File: config.mk
export PLATFORM = sky130hd
export DESIGN_NAME = pulse_period_meter_flat
export DESIGN_NICKNAME = d
export VERILOG_FILES = /design/src/rtl/pulse_period_meter_if.sv /design/src/rtl/pulse_period_meter.sv /design/src/flat_wrapper.sv
export SDC_FILE = /design/constraint.sdc
export NUM_CORES = 1
export LEC_CHECK = 0
export BUFFER_PORTS_ARGS = -buffer_cell sky130_fd_sc_hd__clkbuf_2
export CORE_MARGIN = 2
export CORE_UTILIZATION = 55
export CTS_CLUSTER_SIZE = 28
export DETAILED_ROUTE_END_ITERATION = 10
export PLACE_DENSITY_LB_ADDON = 0.1
export SYNTH_ARGS = -nofsm -noshare
export SYNTH_HDL_FRONTEND = slang
export SYNTH_SLANG_ARGS = --single-unit
File: constraint.sdc
create_clock -name clk_in -period 5.2 [get_ports clk_in]
set_input_delay 0.52 -clock clk_in [delete_from_list [all_inputs] [get_ports clk_in]]
set_output_delay 0.52 -clock clk_in [all_outputs]
set_load 0.005 [all_outputs]
File: src/rtl/pulse_period_meter_if.sv
// ----------------------------------------------------------------------------
// pulse_period_meter_if
//   Groups the strobe input and the measurement results of pulse_period_meter.
//   WIDTH must match the WIDTH of the meter that uses the interface.
//
//   Signals
//     pulse_n_in   active-low strobe under measurement
//     period_out   last measured period in clk_in cycles (WIDTH bits)
//     valid_out    one-cycle strobe: period_out just updated
//     locked_out   last two measured periods were equal
//     timeout_out  no falling edge for TIMEOUT cycles
//
//   Modports
//     master  strobe source / result consumer
//     slave   the meter itself
// ----------------------------------------------------------------------------
interface pulse_period_meter_if #(
  parameter int WIDTH = 28
);
  logic             pulse_n_in;
  logic [WIDTH-1:0] period_out;
  logic             valid_out;
  logic             locked_out;
  logic             timeout_out;

  modport master (
    output pulse_n_in,
    input  period_out,
    input  valid_out,
    input  locked_out,
    input  timeout_out
  );

  modport slave (
    input  pulse_n_in,
    output period_out,
    output valid_out,
    output locked_out,
    output timeout_out
  );
endinterface

File: src/rtl/pulse_period_meter.sv
// ----------------------------------------------------------------------------
// pulse_period_meter
//   Measures the period, in clk_in cycles, of a periodic active-low strobe
//   (e.g. the one-cycle-low tick of a clock divider). Each period between two
//   successive falling edges is reported with a one-cycle valid strobe, a lock
//   flag when two consecutive periods match, and a timeout flag when the
//   strobe stops for TIMEOUT cycles.
//
//   Parameters
//     WIDTH    width of the cycle counter and of period_out
//     TIMEOUT  cycles without a falling edge before timeout (>= 2)
//
//   Ports
//     clk_in    system clock, all logic on the rising edge
//     reset     synchronous, active-high reset
//     meter_if  slave modport of pulse_period_meter_if
//               (pulse_n_in in; period_out, valid_out, locked_out,
//                timeout_out out)
//
//   Build option
//     PULSE_SYNC_EN  when defined, pulse_n_in passes through a 2-flop
//                    synchronizer before edge detection (adds 2 cycles of
//                    latency, periods unchanged). When undefined the strobe
//                    must already be synchronous to clk_in.
// ----------------------------------------------------------------------------
module pulse_period_meter #(
  parameter int               WIDTH   = 28,
  parameter logic [WIDTH-1:0] TIMEOUT = WIDTH'(1000000)
) (
  input  logic                 clk_in,
  input  logic                 reset,
  pulse_period_meter_if.slave  meter_if
);

  typedef enum logic [1:0] {
    ST_IDLE,
    ST_MEASURE,
    ST_TIMEOUT
  } state_t;

  state_t           state_q, state_d;
  logic [WIDTH-1:0] counter_q, counter_d;
  logic [WIDTH-1:0] period_q, period_d;
  logic             valid_q, valid_d;
  logic             locked_q, locked_d;
  logic             timeout_q, timeout_d;
  logic             have_prev_q, have_prev_d;
  logic             prev_q;
  logic             sample;
  logic             fall;

  // --------------------------------------------------------------------------
  // Input path
  // --------------------------------------------------------------------------
`ifdef PULSE_SYNC_EN
  // Both stages reset high so the idle (inactive) level never looks like an
  // edge coming out of reset.
  logic sync1_q, sync2_q;

  always_ff @(posedge clk_in) begin
    if (reset) begin
      sync1_q <= 1'b1;
      sync2_q <= 1'b1;
    end else begin
      sync1_q <= meter_if.pulse_n_in;
      sync2_q <= sync1_q;
    end
  end

  assign sample = sync2_q;
`else
  assign sample = meter_if.pulse_n_in;
`endif

  // Previous sample resets high: a strobe that is already low when reset
  // releases counts as a falling edge.
  always_ff @(posedge clk_in) begin
    if (reset) prev_q <= 1'b1;
    else       prev_q <= sample;
  end

  assign fall = prev_q & ~sample;

  // --------------------------------------------------------------------------
  // State and result registers
  // --------------------------------------------------------------------------
  always_ff @(posedge clk_in) begin
    if (reset) begin
      state_q     <= ST_IDLE;
      counter_q   <= '0;
      period_q    <= '0;
      valid_q     <= 1'b0;
      locked_q    <= 1'b0;
      timeout_q   <= 1'b0;
      have_prev_q <= 1'b0;
    end else begin
      state_q     <= state_d;
      counter_q   <= counter_d;
      period_q    <= period_d;
      valid_q     <= valid_d;
      locked_q    <= locked_d;
      timeout_q   <= timeout_d;
      have_prev_q <= have_prev_d;
    end
  end

  // --------------------------------------------------------------------------
  // Next-state logic
  // --------------------------------------------------------------------------
  always_comb begin
    state_d     = state_q;
    counter_d   = counter_q;
    period_d    = period_q;
    valid_d     = 1'b0;
    locked_d    = locked_q;
    timeout_d   = timeout_q;
    have_prev_d = have_prev_q;

    case (state_q)
      ST_IDLE: begin
        // First edge only opens a measurement window.
        if (fall) begin
          counter_d = WIDTH'(1);
          state_d   = ST_MEASURE;
        end
      end

      ST_MEASURE: begin
        // A falling edge takes priority over the timeout check, so a period
        // exactly equal to TIMEOUT is still a normal measurement.
        if (fall) begin
          period_d    = counter_q;
          valid_d     = 1'b1;
          locked_d    = have_prev_q & (counter_q == period_q);
          have_prev_d = 1'b1;
          counter_d   = WIDTH'(1);
        end else if (counter_q == TIMEOUT) begin
          // Counter is left saturated at TIMEOUT; period_out keeps its value.
          state_d     = ST_TIMEOUT;
          timeout_d   = 1'b1;
          locked_d    = 1'b0;
          have_prev_d = 1'b0;
        end else begin
          counter_d = counter_q + WIDTH'(1);
        end
      end

      ST_TIMEOUT: begin
        // have_prev is already clear, so the first period after recovery
        // cannot report lock.
        if (fall) begin
          timeout_d = 1'b0;
          counter_d = WIDTH'(1);
          state_d   = ST_MEASURE;
        end
      end

      default: begin
        state_d = ST_IDLE;
      end
    endcase
  end

  assign meter_if.period_out  = period_q;
  assign meter_if.valid_out   = valid_q;
  assign meter_if.locked_out  = locked_q;
  assign meter_if.timeout_out = timeout_q;

endmodule

File: src/flat_wrapper.sv
// flat-port wrapper written by rule: the top's interface ports become plain ports
module pulse_period_meter_flat 
#(
  parameter int               WIDTH   = 28,
  parameter logic [WIDTH-1:0] TIMEOUT = WIDTH'(1000000)
)
  (clk_in, reset, meter_if_pulse_n_in, meter_if_period_out, meter_if_valid_out, meter_if_locked_out, meter_if_timeout_out);
  pulse_period_meter_if #(.WIDTH(WIDTH)) meter_if_i ();
  input  logic clk_in;
  input  logic reset;
  input wire logic [$bits(meter_if_i.pulse_n_in)-1:0] meter_if_pulse_n_in;
  output wire logic [$bits(meter_if_i.period_out)-1:0] meter_if_period_out;
  output wire logic [$bits(meter_if_i.valid_out)-1:0] meter_if_valid_out;
  output wire logic [$bits(meter_if_i.locked_out)-1:0] meter_if_locked_out;
  output wire logic [$bits(meter_if_i.timeout_out)-1:0] meter_if_timeout_out;
  assign meter_if_i.pulse_n_in = meter_if_pulse_n_in;
  assign meter_if_period_out = meter_if_i.period_out;
  assign meter_if_valid_out = meter_if_i.valid_out;
  assign meter_if_locked_out = meter_if_i.locked_out;
  assign meter_if_timeout_out = meter_if_i.timeout_out;
  pulse_period_meter #(.WIDTH(WIDTH), .TIMEOUT(TIMEOUT)) u_core (.clk_in(clk_in), .reset(reset), .meter_if(meter_if_i));
endmodule
==> impl_metrics.csv <==
group,metric,value,unit
sta,slew_headroom,20.8,%
clocking,cts_tree,"yes",
global_routing,grt_pass1_wl,13500,um
synthesis,synth-edff-count,0,
worst_setup_path,crit_fanout,8,
sta,fin_tns_setup,0,ns
min_path,hold_start,"meter_if_pulse_n_in",
power,p_clk_share,44.0,%
global_routing,gr-total-overflow,0,
floorplan,rows,27,
worst_setup_path,r2r_end,"u_core.counter_q[24]",
detailed_routing,drt_wl_total,8160,um
floorplan,core-area,5610,um^2
finish,diodes,0,
worst_setup_path,endpoint_kind,"flip-flop",
detailed_routing,wire_per_inst,16.6,um
sta,finClkSkew,0.00826,ns
detailed_routing,drc,0,
detailed_routing,drt-initial-drc-count,222,
placement,dp_cells,477,
clocking,insertion_delay,0.34,ns
worst_setup_path,worstPathRequired,5.47,ns
sta,max_freq,0.407,GHz
synthesis,syn_area,3250,um^2
worst_setup_path,reg2reg_depth,6,
min_path,min_to,"u_core.prev_q",
power,p_comb_share,6.0,%
synthesis,ys_seq_area_share,38.8,%
worst_setup_path,critPathLaunchType,"flip-flop",
synthesis,synth_cells,402,
synthesis,synth_area_leader_cell,"dfxtp_1",
power,p_sw,0.239,mW
clocking,clock_sinks,63,
min_path,hold_path_class,"in -> reg",
power,switching_share,24.3,%
global_routing,track_usage,27.4,%
clocking,clk_pin_slew,0.07,ns
global_routing,grt_pass1_vias,2656,
synthesis,synth_top_cell_area_share,38.8,%
synthesis,avgSynthCellArea,8.08,um^2
synthesis,synth_most_common_cell,"nand2_1",
placement,place_congestion,0.895,
synthesis,ys_warn_count,0,
outcome,run_status,"completed",
clocking,cts_max_level,3,
floorplan,die_area,6540,um^2
power,internal-power,0.743,mW
synthesis,synth-seq-cells,63,
finish,utilization,63.1,%
sta,period_needed,2.46,ns
finish,fin_cells,492,
synthesis,async_reset_ff_share,0,%
clocking,cts_buffer_depth,2,
sta,maxSlewViolCount,0,
worst_setup_path,criticalPathCategory,"reg -> reg",
placement,place_area,3340,um^2
finish,areaGrowthSynthToFinish,9.01,%
floorplan,io_pins,34,
sta,timing.final.crit_share,47.2,%
floorplan,chipHeight,80.9,um
power,ir_drop,0.160,mV
sta,rsz0062_at_grt,"false",
synthesis,syn_nets,407,
clocking,cts_root_buffer,"clkbuf_8",
worst_setup_path,r2r_setup_slack,2.74,ns
detailed_routing,drtPass1Iterations,7,
clocking,postCtsSetupBuffers,0,
clocking,cts-buffers-inserted,9,
worst_setup_path,reg2reg_from,"u_core.counter_q[1]",
floorplan,die_w,80.9,um
power,p_leak,1.14,nW
sta,setup_violations,0,
synthesis,synth_cell_types,52,
run,drv_cap,0,
finish,stdcell_area,3540,um^2
min_path,hold_path_depth,2,
detailed_routing,vias,2919,
placement,place_hpwl,5590,um
power,power-per-cell-area,277,nW/um^2
floorplan,initial_core_util,57.9,%
global_routing,grt_max_degree,51,
global_routing,antenna_found_initial,0,
clocking,cts_resized,0,
power,sequentialPowerShare,50.0,%
synthesis,synth_commonest_cells,"77 x nand2_1, 63 x dfxtp_1, 50 x a21oi_1, 26 x xnor2_1, 17 x clkbuf_1",
finish,nFillCells,528,
placement,port-buffer-count,33,
worst_setup_path,cp.arrival,2.73,ns
synthesis,synth_ff_type,"dfxtp_1",
sta,hold_viol_final,0,
finish,fin_nets,421,
detailed_routing,ant_nets,0,
clocking,hold_buffers,0,
sta,worst_slew_pin_slew,1.19,ns
synthesis,ys_top_cells_by_area,"dfxtp_1 39%, nand2_1 8.9%, a21oi_1 7.7%",
detailed_routing,routed_via_density,5.93,
finish,drive_gt1_share,16.0,%
## registers in the layout (all words and copies together), names as in the netlist
| register | flops |
|---|---|
| u_core.counter_q | 28 |
| u_core.have_prev_q | 1 |
| u_core.meter_if.locked_out | 1 |
| u_core.meter_if.period_out | 28 |
| u_core.meter_if.timeout_out | 1 |
| u_core.meter_if.valid_out | 1 |
| u_core.prev_q | 1 |
| u_core.state_q | 2 |
## cells in the final DEF, fill, tap and decap left out, drive strengths merged, types with 2 or more instances in the layout
cell    synthesis  layout
o31ai           7       7
clkinv          0       3
or4             6       6
or2             4       4
xor2            2       2
clkbuf         19      44
nor2b           4       4
nor4b           2       2
nor2           13      13
ha              2       2
o211ai          2       2
a211oi          4       4
o41ai           3       3
o21ai          19      19
xnor2          26      26
and2            2       2
dfxtp          63      63
nand3          10      10
a21oi          52      52
a211o           2       2
nand2b          6       6
nor4            8       8
nand4          17      17
nor3            7       7
buf            13       2
inv            10      10
or3            11      11
nand2          77      77
## metrics by stage
stage	worst slack (ns)	total power, mW	hold WS, ns
global placement	2.80	0.559	0.471
CTS	2.77	0.987	0.387
finish	2.74	0.982	0.397
global route	2.56	1.02	0.403
floorplan	3.13	0.549	0.454
detailed placement	2.80	0.559	0.477
## how the worst max path moves through the flow
stage,from,to,depth (start not counted)
6_report,u_core.counter_q[1],u_core.counter_q[24],6
5_1_grt,u_core.counter_q[0],u_core.counter_q[24],6
3_3_place_gp,reset,u_core.counter_q[8],4
2_1_floorplan,u_core.counter_q[1],u_core.counter_q[24],7
4_1_cts,u_core.counter_q[0],u_core.counter_q[24],6
3_5_place_dp,u_core.counter_q[1],u_core.counter_q[24],6
## worst max-delay path, stage by stage, from the launching register on
cell and delay, ns:
dfxtp_1 0.52, ha_1 0.31, nand3_2 0.17, or3_1 0.42, or2_0 0.38, or4_1 0.45, a21oi_1 0.15
## cell families after synthesis
logic type	count (synthesis)	synth area share, %
AO/OA/AOI/OAI	97	19.0
XOR/XNOR	28	7.55
flip-flops	63	38.8
AND/OR/NAND/NOR	170	27.3
buffers and inverters	42	6.59
adder cells (fa/ha/maj)	2	0.770
## power groups by stage
stage / combinational, mW / clock [mW] / sequential [mW]
6_report: 0.0590 / 0.432 / 0.491
3_3_place_gp: 0.0579 / 0 / 0.501
5_1_grt: 0.0651 / 0.466 / 0.491
4_1_cts: 0.0587 / 0.438 / 0.491
2_1_floorplan: 0.0517 / 0 / 0.498
3_5_place_dp: 0.0580 / 0 / 0.502
## layer usage
metal	track usage, %	share of wire (%)	vias up
li1	-	-	1438
met1	37.7	46	1361
met4	11.5	2.0	0
met2	41.6	45	106
met5	0	0	-
met3	5.89	6.5	14
## final cells by class
class / count / area, um^2 / share of cell area, %
repair buffers: 35 / 180 / 5.09
multi-input cells: 297 / 1780 / 50.1
clock buffers: 11 / 151 / 4.28
inverters: 10 / 37.5 / 1.06
well taps: 72 / 90.1 / 2.54
flip-flops and latches: 63 / 1260 / 35.6
clock inverters: 4 / 45.0 / 1.27
(Power assumes the default switching activity.)
